`src/rtl/i2c_pkg.sv`:
```
// rtl/i2c_pkg.sv - shared encodings and helpers for the i2c arbiter
// Contents: requester count, i2c_master IDLE code, arbiter state encoding,
// one-hot to index helper.
package i2c_pkg;

    localparam int NREQ = 4;

    // istate value reported by i2c_master while it sits in IDLE
    localparam logic [3:0] MST_IDLE = 4'd0;

    typedef enum logic [1:0] {
        ST_IDLE   = 2'd0,
        ST_LAUNCH = 2'd1,
        ST_XFER   = 2'd2,
        ST_RESP   = 2'd3
    } state_t;

    function automatic logic [1:0] onehot_idx(input logic [3:0] oh);
        logic [1:0] idx;
        idx = 2'd0;
        for (int i = 0; i < 4; i++) begin
            if (oh[i]) begin
                idx = 2'(i);
            end
        end
        return idx;
    endfunction

endpackage

```
`src/rtl/i2c_arbiter_if.sv`:
```
// rtl/i2c_arbiter_if.sv - arbiter to i2c_master connection
// Signals: m_enable/m_rw/m_da/m_rep/m_bytcount/m_addr/m_din toward the master,
// m_dout/m_istate back from it.
// Modports: master = arbiter side, slave = i2c_master side.
interface i2c_arbiter_if;
    logic        m_enable;
    logic        m_rw;
    logic        m_da;
    logic        m_rep;
    logic [1:0]  m_bytcount;
    logic [6:0]  m_addr;
    logic [31:0] m_din;
    logic [31:0] m_dout;
    logic [3:0]  m_istate;

    modport master (
        output m_enable, m_rw, m_da, m_rep, m_bytcount, m_addr, m_din,
        input  m_dout, m_istate
    );

    modport slave (
        input  m_enable, m_rw, m_da, m_rep, m_bytcount, m_addr, m_din,
        output m_dout, m_istate
    );
endinterface

```
`src/rtl/i2c_arbiter_rr_pick4.sv`:
```
// rtl/i2c_arbiter_rr_pick4.sv - combinational 4-way round-robin winner pick
// Ports: req[3:0] requests, ptr[1:0] last winner, gnt[3:0] one-hot winner
// (all zero when no request is pending).
module rr_pick4 (
    input  logic [3:0] req,
    input  logic [1:0] ptr,
    output logic [3:0] gnt
);

    logic [1:0] idx;
    logic       found;

    // Search ptr+1, ptr+2, ptr+3, ptr; 2-bit addition wraps 3->0.
    always_comb begin
        gnt   = '0;
        found = 1'b0;
        idx   = '0;
        for (int i = 1; i <= 4; i++) begin
            idx = ptr + 2'(i);
            if (!found && req[idx]) begin
                gnt[idx] = 1'b1;
                found    = 1'b1;
            end
        end
    end

endmodule

```
`src/rtl/i2c_arbiter.sv`:
```
// rtl/i2c_arbiter.sv - round-robin arbiter sharing one i2c_master among 4 requesters
// Ports: clk, rst (async active-low); req/req_rw/req_da/req_rep per requester,
// req_bytcount/req_addr/req_din packed per requester; gnt one-hot grant,
// done one-cycle completion pulse, err start timeout flag, rdata captured read
// data, busy; bus = i2c_master connection.
module i2c_arbiter #(
    parameter int START_TO = 16,
    parameter int NREQ     = i2c_pkg::NREQ
) (
    input  logic                 clk,
    input  logic                 rst,
    input  logic [NREQ-1:0]      req,
    input  logic [NREQ-1:0]      req_rw,
    input  logic [NREQ-1:0]      req_da,
    input  logic [NREQ-1:0]      req_rep,
    input  logic [2*NREQ-1:0]    req_bytcount,
    input  logic [7*NREQ-1:0]    req_addr,
    input  logic [32*NREQ-1:0]   req_din,
    output logic [NREQ-1:0]      gnt,
    output logic [NREQ-1:0]      done,
    output logic                 err,
    output logic [31:0]          rdata,
    output logic                 busy,
    i2c_arbiter_if.master        bus
);

    import i2c_pkg::*;

    localparam int CW = (START_TO > 1) ? $clog2(START_TO) : 1;
    localparam logic [CW-1:0] CNT_LAST = CW'(START_TO - 1);

    state_t        state, state_next;
    logic [3:0]    pick;
    logic [1:0]    pick_idx;
    logic [1:0]    win;
    logic [1:0]    ptr;
    logic [CW-1:0] cnt;
    logic          err_r;

    // Strobes from the next-state logic into the datapath registers
    logic do_latch, do_inc, do_started, do_timeout, do_capture, do_finish;

    rr_pick4 u_pick (
        .req (req),
        .ptr (ptr),
        .gnt (pick)
    );

    assign pick_idx = onehot_idx(pick);

    always_ff @(posedge clk or negedge rst) begin
        if (!rst) begin
            state <= ST_IDLE;
        end else begin
            state <= state_next;
        end
    end

    always_comb begin
        state_next = state;
        do_latch   = 1'b0;
        do_inc     = 1'b0;
        do_started = 1'b0;
        do_timeout = 1'b0;
        do_capture = 1'b0;
        do_finish  = 1'b0;
        case (state)
            ST_IDLE: begin
                if (|req) begin
                    do_latch   = 1'b1;
                    state_next = ST_LAUNCH;
                end
            end
            ST_LAUNCH: begin
                // A master that has left IDLE wins over a simultaneous timeout
                if (bus.m_istate != MST_IDLE) begin
                    do_started = 1'b1;
                    state_next = ST_XFER;
                end else if (cnt == CNT_LAST) begin
                    do_timeout = 1'b1;
                    state_next = ST_RESP;
                end else begin
                    do_inc = 1'b1;
                end
            end
            ST_XFER: begin
                if (bus.m_istate == MST_IDLE) begin
                    do_capture = 1'b1;
                    state_next = ST_RESP;
                end
            end
            ST_RESP: begin
                do_finish  = 1'b1;
                state_next = ST_IDLE;
            end
            default: state_next = ST_IDLE;
        endcase
    end

    always_ff @(posedge clk or negedge rst) begin
        if (!rst) begin
            gnt            <= '0;
            win            <= '0;
            ptr            <= 2'd3;
            cnt            <= '0;
            err_r          <= 1'b0;
            rdata          <= '0;
            bus.m_enable   <= 1'b0;
            bus.m_rw       <= 1'b0;
            bus.m_da       <= 1'b0;
            bus.m_rep      <= 1'b0;
            bus.m_bytcount <= '0;
            bus.m_addr     <= '0;
            bus.m_din      <= '0;
        end else begin
            if (do_latch) begin
                gnt            <= pick;
                win            <= pick_idx;
                cnt            <= '0;
                bus.m_enable   <= 1'b1;
                bus.m_rw       <= req_rw[pick_idx];
                bus.m_da       <= req_da[pick_idx];
                bus.m_rep      <= req_rep[pick_idx];
                bus.m_bytcount <= req_bytcount[2*int'(pick_idx) +: 2];
                bus.m_addr     <= req_addr[7*int'(pick_idx) +: 7];
                bus.m_din      <= req_din[32*int'(pick_idx) +: 32];
            end
            if (do_inc) begin
                cnt <= cnt + 1'b1;
            end
            if (do_started) begin
                bus.m_enable <= 1'b0;
            end
            if (do_timeout) begin
                bus.m_enable <= 1'b0;
                err_r        <= 1'b1;
            end
            if (do_capture) begin
                rdata <= bus.m_dout;
                err_r <= 1'b0;
            end
            if (do_finish) begin
                ptr <= win;
                gnt <= '0;
            end
        end
    end

    // done/err are decoded from RESP so they last exactly one cycle
    always_comb begin
        done = '0;
        err  = 1'b0;
        if (state == ST_RESP) begin
            done = gnt;
            err  = err_r;
        end
    end

    assign busy = (state != ST_IDLE);

endmodule
```
`src/flat_wrapper.sv`:
```
// flat-port wrapper written by rule: the top's interface ports become plain ports
module i2c_arbiter_flat import i2c_pkg::*;
#(
    parameter int START_TO = 16,
    parameter int NREQ     = i2c_pkg::NREQ
)
  (clk, rst, req, req_rw, req_da, req_rep, req_bytcount, req_addr, req_din, gnt, done, err, rdata, busy, bus_m_enable, bus_m_rw, bus_m_da, bus_m_rep, bus_m_bytcount, bus_m_addr, bus_m_din, bus_m_dout, bus_m_istate);
  i2c_arbiter_if bus_i ();
  input  logic clk;
  input  logic rst;
  input  logic [NREQ-1:0] req;
  input  logic [NREQ-1:0] req_rw;
  input  logic [NREQ-1:0] req_da;
  input  logic [NREQ-1:0] req_rep;
  input  logic [2*NREQ-1:0] req_bytcount;
  input  logic [7*NREQ-1:0] req_addr;
  input  logic [32*NREQ-1:0] req_din;
  output logic [NREQ-1:0] gnt;
  output logic [NREQ-1:0] done;
  output logic err;
  output logic [31:0] rdata;
  output logic busy;
  output wire logic [$bits(bus_i.m_enable)-1:0] bus_m_enable;
  output wire logic [$bits(bus_i.m_rw)-1:0] bus_m_rw;
  output wire logic [$bits(bus_i.m_da)-1:0] bus_m_da;
  output wire logic [$bits(bus_i.m_rep)-1:0] bus_m_rep;
  output wire logic [$bits(bus_i.m_bytcount)-1:0] bus_m_bytcount;
  output wire logic [$bits(bus_i.m_addr)-1:0] bus_m_addr;
  output wire logic [$bits(bus_i.m_din)-1:0] bus_m_din;
  input wire logic [$bits(bus_i.m_dout)-1:0] bus_m_dout;
  input wire logic [$bits(bus_i.m_istate)-1:0] bus_m_istate;
  assign bus_m_enable = bus_i.m_enable;
  assign bus_m_rw = bus_i.m_rw;
  assign bus_m_da = bus_i.m_da;
  assign bus_m_rep = bus_i.m_rep;
  assign bus_m_bytcount = bus_i.m_bytcount;
  assign bus_m_addr = bus_i.m_addr;
  assign bus_m_din = bus_i.m_din;
  assign bus_i.m_dout = bus_m_dout;
  assign bus_i.m_istate = bus_m_istate;
  i2c_arbiter #(.START_TO(START_TO), .NREQ(NREQ)) u_core (.clk(clk), .rst(rst), .req(req), .req_rw(req_rw), .req_da(req_da), .req_rep(req_rep), .req_bytcount(req_bytcount), .req_addr(req_addr), .req_din(req_din), .gnt(gnt), .done(done), .err(err), .rdata(rdata), .busy(busy), .bus(bus_i));
endmodule
```
`config.mk`:
```
export PLATFORM = sky130hd
export DESIGN_NAME = i2c_arbiter_flat
export DESIGN_NICKNAME = d
export VERILOG_FILES = /design/src/rtl/i2c_pkg.sv /design/src/rtl/i2c_arbiter_if.sv /design/src/rtl/i2c_arbiter_rr_pick4.sv /design/src/rtl/i2c_arbiter.sv /design/src/flat_wrapper.sv
export SDC_FILE = /design/constraint.sdc
export NUM_CORES = 1
export LEC_CHECK = 0
export BUFFER_PORTS_ARGS = -buffer_cell sky130_fd_sc_hd__buf_4
export CAP_MARGIN = 5
export CORE_MARGIN = 2
export CORE_UTILIZATION = 40
export CTS_CLUSTER_DIAMETER = 120
export DETAILED_ROUTE_END_ITERATION = 10
export GPL_TIMING_DRIVEN = 0
export PLACE_DENSITY = 0.79
export SYNTH_ARGS = -nofsm -noshare
export SYNTH_HDL_FRONTEND = slang
export SYNTH_HIERARCHICAL = 1
export SYNTH_SLANG_ARGS = --single-unit
```
`constraint.sdc`:
```
create_clock -name clk -period 5.45 [get_ports clk]
set_input_delay 0.2725 -clock clk [delete_from_list [all_inputs] [get_ports clk]]
set_output_delay 0.2725 -clock clk [all_outputs]
set_load 0.05 [all_outputs]
```
# Word level (Yosys, flattened, before mapping)
# Cells that the tools add are included.
# totals
ramBits	0
rom_bits	0
mem_count	0
word_cells	122
latchBits	0
out_inout_bits	87
regBits	92
# classes
shift	3
n_mul	1
div_mod_pow	0
add_sub_neg	4
n_eq_ne	7
n_bitwise	3
order_cmp	9
muxes	61
reduce_logical	20
# ops
op	n
$shiftx 128x8->32	1
$mux 4	9
$mux 1	34
$shiftx 28x32->7	1
$lt 2x3->1 const B	5
$bmux 1 s2	7
$mux 2	6
$or 4x4->4	3
$demux 1 s2	4
$ge 2x1->1 const B	4
$pmux 2 s4	1
$reduce_bool 2->1	4
$shiftx 8x4->2	1
$logic_and 1x1->1	7
$mul 3x2->5 const A	1
$add 2x2->2 const B	2
$add 4x1->4 const B	1
$eq 2x2->1 const B	2
$eq 4x4->1 const B	1
$logic_not 4->1	1
$ne 2x1->1 const B	2
$reduce_bool 4->1	1
$reduce_or 4->1	1
$logic_not 1->1	3
other kinds (6)	6

# Logic depth before layout (Yosys ltp)
# Gate-level depths: netlist of the first run.
# logic_depth
ltp_word	18
mapped_depth	13

# Cells and area by module
# The synthesis of the first run kept the hierarchy.
# by_module_without_submodules
mod	area_each_um2	instances	seq_area_each_um2	cells_each
i2c_arbiter	4906.0	1	2304.7	491
rr_pick4	357.8	1	0.0	38

# Worst setup path after synthesis of the first run
# Ideal clock, no wire load.
# synth_path
path_type	register to register
startpoint	register u_core.ptr[0]
endpoint	register u_core.bus.m_addr[2]
t_required_ns	5.313
slack_ns	2.256
path_buffers	2
path_stages_with_launch	11
t_arrival_ns	3.057
path_cell_list	dfstp_2 -> inv_1 -> ha_1 -> mux4_1 -> nor4b_4 -> nand2_1 -> o211ai_1 -> buf_2 -> buf_1 -> mux2i_1 -> a21oi_1
# synth_between
elab_cells_between_ends	52
classes_between	add/sub (3); mul (1); order compare (8); shift (1); mux (26); bitwise (3); reduce/logical (10)
# synth_rtl
element	line_no	source
start, declared	i2c_arbiter.sv:36	logic [1:0] ptr;
start signal, assigned	i2c_arbiter.sv:143	ptr <= win;
branches (longest 12 deep; another with $lt 2x3->1)	n/a	
$mux 4 (*)	i2c_arbiter_rr_pick4.sv:20	if (!found && req[idx]) begin
named net u_core.pick[3]	i2c_arbiter.sv:33	logic [3:0] pick;
$mux 2 (*)	i2c_pkg.sv:22	if (oh[i]) begin
$mul 3x2->5 (*)	i2c_arbiter.sv:125	bus.m_addr <= req_addr[7*int'(pick_idx) +: 7];
$shiftx 28x32->7 (*)	i2c_arbiter.sv:125	
end signal, assigned	i2c_arbiter.sv:125	
end, declared	i2c_arbiter_if.sv:17	output m_enable, m_rw, m_da, m_rep, m_bytcount, m_addr, m_din,
# Mark *: on every way through the listed nets, which the timed path passes. The select of a mux whose other input is x is not followed.
# A chain may end at the register's enable or synchronous reset.

# Worst setup path after layout of the first run
# layout_path
startpoint	register u_core.ptr[0]
endpoint	register u_core.bus.m_din[4]
# layout_between
elab_cells_between_ends	51
classes_between	add/sub (3); order compare (8); shift (1); mux (26); bitwise (3); reduce/logical (10)
# layout_rtl
element	line_no	source
branches (longest 12 deep; another with $lt 2x3->1)	n/a	
$mux 4 (*)	i2c_arbiter_rr_pick4.sv:20	
named net u_core.pick[2]	i2c_arbiter.sv:33	
$mux 2 (*) (2 in series)	i2c_pkg.sv:22	
$shiftx 128x8->32 (*)	i2c_arbiter.sv:126	bus.m_din <= req_din[32*int'(pick_idx) +: 32];
end signal, assigned	i2c_arbiter.sv:126	
end, declared	i2c_arbiter_if.sv:17	
# Marks and branches as above.

==> results.cfg, run 1 <==
[run_status]
outcome = complete, but fails checks
failed_checks = negative hold slack

[timing]
worstMarginPinSlew_ns = 0.729
rsz0062_at_grt = no
hold_viol_final = 48
fmax_mhz = 252
setup_tns_ns = 0
fin_crit_ns = 3.96
slew_violations = 0
period_share_pct = 72.7
maxSlewHeadroom_pct = 51.4
clock_skew_ns = 0.00532
whs_ns = -0.0347
setup_viol = 0

[route]
vias = 5065
wl_per_cell_um = 17.4
drt-total-wl_um = 17800
viasPerCell = 4.95
drc = 0
drtIter0Drc = 275
final_antenna_net_count = 0
first_pass_iters = 4

[yosys]
synthesis.nets = 760
syn_area_mm2 = 0.00526
yosysUniqueCellTypes = 31
yosysWarnings = 6
synthCells = 529
synth.largest_area_cell = dfrtp_1
ys_top_cells_by_area = dfrtp_1 (43%), mux2i_1 (17%), mux2_2 (7.5%)
ys_seq_elements = 92
seq_area_frac_synth_pct = 43.8
avgSynthCellArea_um2 = 9.95
synth.top_cell.area_share_pct = 42.8

[power]
power_density_mw_per_mm2 = 713
internal_power_uw = 2810
power.static_leakage_uw = 0.00387
power.share.switching_pct = 51.4
power_frac_clock_pct = 11.6
seqPwrFrac_pct = 21.3
p_switching_uw = 2970
power_frac_comb_pct = 67.1
peakVddDrop_v = 0.000400

[floorplan]
coreArea_mm2 = 0.0127
ioPinCount = 305
num_rows = 41
die_y_um = 119
die_w_um = 119
dieArea_mm2 = 0.0141
start_util_pct = 41.4

[critical_path]
critical_path_class = reg2reg
crit_chain = inv_1, ha_1, mux4_1, nor4b_4, nand2_1, o211ai_1, clkbuf_1, clkbuf_1, o21ai_0, mux2i_1, a21oi_1
path_max_fanout = 10
path_delay_family = buffers and inverters
crit_top_cell = clkbuf_1
crit_buf_inv = 3
slowest_delay_ns = 0.68
worstPathRequired_ns = 5.64
crit_path_start_kind = flop
r2r_start = u_core/ptr[0]$_DFFE_PN1P_
startpoint = u_core/ptr[0]$_DFFE_PN1P_
cp_slowest_cell = dfstp_2
cp-end-kind = flop
arrival_ns = 4.15

[clock_tree]
cts_setup_buffers = 0
clkTransAtPathRegs_ns = 0.06
tritoncts = built
htreeDepth = 3
clock_latency_ns = 0.34
cts_buffer_depth = 2
numCtsBuffers = 9
cts_root_buffer = clkbuf_16
cts_resized = 0
cts.hold.buffers_added = 0
clock-sinks = 92

[run]
cap_violations = 0

[global_route]
overflow = 0
use_met2_pct = 43.7
grt_busiest_layer = met2
grtUsageTotal_pct = 25.3
met1_usage_pct = 30.7
grt_pass1_wl_um = 27800
antenna_found_initial = 2
grt_max_degree = 93
met3_usage_pct = 6.13
grt_pass1_vias = 5204

[layout]
seq_area_mm2 = 0.00230
drive_above_1_share_pct = 44.7
stdcell_count = 1023
finalNetCount = 1076
fill_cells = 1157
area_growth_pct = 54.1
multiInputGateArea_mm2 = 0.00274

[placement]
post-dp-hpwl_um = 13900
io_buffers = 304
routabilityCongestion = 0.858
place_inst = 1005

[hold_path]
hp-class = in2async
==> flip-flops by register name, indices dropped and copies added (netlist names) <==
| name | flops |
|---|---|
| u_core/bus.m_din | 32 |
| u_core/ptr | 2 |
| u_core/err_r | 1 |
| u_core/bus.m_rw | 1 |
| u_core/bus.m_enable | 1 |
| u_core/gnt | 4 |
| u_core/state | 2 |
| u_core/rdata | 32 |
| u_core/bus.m_da | 1 |
| u_core/cnt | 4 |
| u_core/bus.m_rep | 1 |
| u_core/bus.m_bytcount | 2 |
| u_core/bus.m_addr | 7 |
| u_core/win | 2 |
==> logic make-up after synthesis <==
kind of cell	synth area share (%)
multiplexers	26.1
buffers and inverters	4.25
AND/OR/NAND/NOR	11.7
adder cells (fa/ha/maj)	3.09
AO/OA/AOI/OAI	11.1
flip-flops	43.8
==> Yosys cell counts (all sizes together) <==
library cell / n
nor3b: 4
nor4: 2
ha: 13
or2: 1
and2: 5
nand2b: 2
mux4: 4
nor2: 49
dfstp: 2
mux2i: 88
o31ai: 1
mux2: 35
dfrtp: 90
nand4b: 2
o21ai: 48
o211ai: 5
a21oi: 55
nand3: 7
o21a: 1
inv: 11
nor4b: 1
a31o: 2
buf: 23
nand2: 65
clkbuf: 13
==> worst register-to-register path: stages (launching register included) <==
cell and delay, ns:
dfstp_2 0.68, inv_1 0.14, ha_1 0.35, mux4_1 0.64
nor4b_4 0.34, nand2_1 0.09, o211ai_1 0.10, clkbuf_1 0.41
clkbuf_1 0.55, o21ai_0 0.18, mux2i_1 0.23, a21oi_1 0.10
==> cells in the final DEF, fill, tap and decap left out, types with 9 or more instances in the layout <==
| cell type | synthesis | final |
|---|---|---|
| buf_2 | 11 | 11 |
| clkbuf_16 | 0 | 9 |
| nand2_1 | 64 | 64 |
| o21ai_0 | 48 | 48 |
| buf_4 | 1 | 305 |
| mux2_2 | 35 | 35 |
| clkbuf_1 | 13 | 15 |
| dfrtp_1 | 90 | 90 |
| ha_1 | 13 | 13 |
| nor2_1 | 49 | 49 |
| a21oi_1 | 55 | 55 |
| mux2i_1 | 88 | 88 |
| inv_1 | 11 | 11 |
==> final cells by class <==
type	count	share of cell area, %
clock inverters	4	0.895
plain buffers	36	2.25
diodes	1	0.0309
flip-flops and latches	92	28.4
well taps	172	2.65
repair buffers	305	28.5
multi-input cells	390	33.7
clock buffers	12	3.04
inverters	11	0.509
==> through the flow <==
step | hold WS [ns] | worst slack, ns | util [%] | instance area, µm² | power (µW)
after floorplan | -0.0231 | 2.26 | - | 5260 | 3930
after global placement | 0.463 | 1.51 | 61.0 | 7760 | 5080
after detailed placement | 0.479 | 1.45 | 61.0 | 7760 | 5130
after CTS | 0.153 | 1.43 | 63.5 | 8080 | 5810
after global routing | 0.00583 | 1.26 | 63.7 | 8110 | 6140
final | -0.0347 | 1.49 | 63.7 | 8110 | 5780
==> power groups by stage <==
stage          sequential (µW)  combinational (µW)  clock [µW]
2_1_floorplan             2250                1680           0
4_1_cts                   1230                3900         685
3_5_place_dp              1230                3890           0
5_1_grt                   1270                4150         715
6_report                  1230                3880         672
3_3_place_gp              1220                3860           0
==> metal layers <==
metal / up-vias / wire [µm]
li1: 2482 / -
met1: 2378 / 7040
met2: 180 / 9150
met3: 25 / 1280
met4: 0 / 357
met5: - / 0
==> worst paths after layout <==
check	to	slack, ns	cells past startpoint
worst max register to register	u_core/bus.m_din[4]$_DFFE_PN0P_	1.49	11
worst min-delay path	u_core/rdata[28]$_DFFE_PN0P_	-0.03	1
max in group asynchronous	u_core/ptr[0]$_DFFE_PN1P_	4.77	2
min in group clk	u_core/rdata[10]$_DFFE_PN0P_	0.17	2
worst max-delay path	u_core/bus.m_din[4]$_DFFE_PN0P_	1.49	11
worst min register to register	u_core/win[1]$_DFFE_PN0P_	0.49	2
Note: power is estimated with default switching activity, not from simulation.
==> inputs of run 2 (changes only) <==
Settings changed: ABC_AREA set to 1, PLACE_DENSITY 0.79 to 0.77.
Clock period 5.45 ns to 3.87 ns, I/O delays scaled along.
==> run 2 against run 1 <==
Compared with the run above:
- the run now ends clean
- largest cell class unchanged
- cell area rose by 6.9%
- final cell count increased by 40%
- highest routed layer unchanged
- via count grew 34%
- sequential power up 41%
- combinational power grew 85%
- count of clock-buffer cells in the layout is 3 lower
- first-iteration DRC count increased by 52%
- synthesized cell count grew 76%
==> results.cfg, run 2 <==
[layout]
multiInputGateArea_mm2 = 0.00299
reg.largest.list = u_core/bus.m_din: 32 flops, u_core/rdata: 32 flops, u_core/bus.m_addr: 7 flops
area_growth_pct = 49.7
finalNetCount = 1478
drive_above_1_share_pct = 29.1
num_antenna_cells = 0
fill_cells = 1313
mostFrequentLayoutCell = nand2_1
mostFrequentLayoutCells = nand2_1 (421), buf_4 (305), nor2_1 (185)
seq_area_mm2 = 0.00230

[yosys]
synth.most_common_cell = nand2_1
ys_seq_elements = 92
synthArstFlopShare_pct = 100
synth_compound_area_share_pct = 4.58
avgSynthCellArea_um2 = 6.23
synth_xor_area_share_pct = 0.303
seq_area_frac_synth_pct = 39.8
synthesis.nets = 1161
syn_area_mm2 = 0.00579
synth_edf_count = 0
synth.largest_area_cell = dfrtp_1
synth_top_family_by_area = simple AND/OR/NAND/NOR gates
yosysUniqueCellTypes = 22
synthAdderAreaFrac_pct = 2.81
synthMuxAreaShare_pct = 0
synthCells = 930
synthFlopType = dfrtp_1
ys_top_cells_by_area = dfrtp_1 (39%), nand2_1 (27%), nor2_1 (12%)
yosys-top-cells-count = nand2_1 (421), nor2_1 (185), dfrtp_1 (90), inv_1 (70), o21ai_0 (45)
yosys.area_share.simple_pct = 44.0
yosysWarnings = 6
synth.top_cell.area_share_pct = 38.9

[route]
wl_per_cell_um = 14.3
first_pass_iters = 5
drt-total-wl_um = 20500
vias = 6775
viasPerCell = 4.73
drc = 0
drtIter0Drc = 418
final_antenna_net_count = 0

[global_route]
use_met2_pct = 44.1
overflow = 0
met3_usage_pct = 5.20
met1_usage_pct = 32.1
grt_pass1_wl_um = 32200
grt_pass1_vias = 6389
grt_busiest_layer = met2
grtUsageTotal_pct = 25.8
grt_max_degree = 93
antenna_found_initial = 0

[timing]
period_share_pct = 82.5
fmax_mhz = 313
whs_ns = 0.0406
setup_viol = 0
slew_violations = 0
setup_tns_ns = 0
fin_crit_ns = 3.19
hold_viol_final = 0
rsz0062_at_grt = no
maxSlewHeadroom_pct = 60.8
clock_skew_ns = 0.00693
worstMarginPinSlew_ns = 0.587

[hold_path]
whs_path_depth = 3
hp-class = in2reg

[placement]
post-dp-hpwl_um = 16100
routabilityCongestion = 0.925
io_buffers = 304

[critical_path]
critical_path_class = reg2reg
path_max_fanout = 12
ff2ff_path_depth = 17
cp-end-kind = flop
worstPathRequired_ns = 4.11
crit_path_start_kind = flop
arrival_ns = 3.43

[run_status]
outcome = completed

[clock_tree]
clock-sinks = 92
clkTransAtPathRegs_ns = 0.07
cts_buffer_depth = 2
cts_resized = 0
tritoncts = built
numCtsBuffers = 9
htreeDepth = 3
cts_root_buffer = clkbuf_16
clock_latency_ns = 0.34

[floorplan]
start_util_pct = 41.4
dieArea_mm2 = 0.0155
die_w_um = 124
coreArea_mm2 = 0.0140
ioPinCount = 305
die_y_um = 124
num_rows = 43

[power]
power.static_leakage_uw = 0.00515
power_density_mw_per_mm2 = 1140
peakVddDrop_v = 0.000686

[run]
cap_violations = 0
==> run 2: cell count changes in the layout (fill, tap and decap cells not counted), moves of 35 or more <==
cell     delta
a21oi_1    -54
inv_1      +59
mux2_2     -35
mux2i_1    -88
nand2_1   +357
nor2_1    +136
==> run 2: cells by family after synthesis <==
family                     Yosys count
AOI/OAI and AO/OA                   53
adders and majority gates           13
xor gates and xnor gates             2
and+or+nand+nor                    652
DFF                                 92
buffers and inverters              118
==> run 2: worst max-delay path: stages, from the launching register on <==
cell	delay, ns
dfstp_2	0.66
inv_2	0.15
ha_1	0.36
inv_1	0.10
nand3_2	0.14
nand2_4	0.12
nand2_4	0.06
nor2_4	0.13
nand2_1	0.06
nand3_1	0.18
inv_1	0.06
nand2_1	0.09
nand2_4	0.11
clkbuf_1	0.24
o21ai_0	0.39
nand2_1	0.09
nand2_1	0.08
nand2_1	0.05
==> run 2: layout make-up <==
cell class / instances / area share (%)
Multi-Input combinational cell: 720 / 34.5
Timing Repair Buffer: 306 / 26.8
Sequential cell: 92 / 26.6
Inverter: 75 / 3.25
Clock buffer: 9 / 2.60
Tap cell: 180 / 2.60
Buffer: 43 / 2.42
Clock inverter: 7 / 1.24
==> run 2: worst paths after layout <==
path,start,slack (ns),end
worst max-delay path,u_core/ptr[0]$_DFFE_PN1P_,0.68,u_core/bus.m_din[15]$_DFFE_PN0P_
worst min-delay path,bus_m_dout[0],0.04,u_core/rdata[0]$_DFFE_PN0P_
worst max register to register,u_core/ptr[0]$_DFFE_PN1P_,0.68,u_core/bus.m_din[15]$_DFFE_PN0P_
worst min register to register,u_core/win[1]$_DFFE_PN0P_,0.48,u_core/ptr[1]$_DFFE_PN1P_
max in group asynchronous,rst,2.89,u_core/ptr[1]$_DFFE_PN1P_
min in group asynchronous,rst,0.29,u_core/rdata[6]$_DFFE_PN0P_
==> run 2: repair_timing <==
| action | CTS | global route |
|---|---|---|
| hold buffers | 0 | 1 |
| hold endpoints to repair | 0 | 22 |
| buffers inserted | 0 | 0 |
==> run 2: report_power, final <==
| group | switching (µW) | internal, µW |
|---|---|---|
| Combinational | 4970 | 2190 |
| Clock | 400 | 579 |
| Sequential | 295 | 1440 |
==> run 2: metal layers <==
| metal | part of all wire [%] | vias up |
|---|---|---|
| met3 | 7.0 | 43 |
| met4 | 3.2 | 0 |
| li1 | - | 3426 |
| met1 | 40 | 3015 |
| met2 | 50 | 291 |
| met5 | 0 | - |
==> run 2: through the flow <==
| step | instance area (µm²) | worst slack [ns] | power (µW) | std cells | util (%) |
|---|---|---|---|---|---|
| floorplan | 5790 | 1.29 | 6710 | 930 | - |
| global placement | 8300 | 0.724 | 8780 | 1414 | 59.3 |
| detailed placement | 8300 | 0.706 | 8870 | 1414 | 59.3 |
| CTS | 8630 | 0.689 | 9880 | 1430 | 61.7 |
| global route | 8670 | 0.402 | 10700 | 1432 | 62.0 |
| finish | 8670 | 0.676 | 9880 | 1432 | 62.0 |
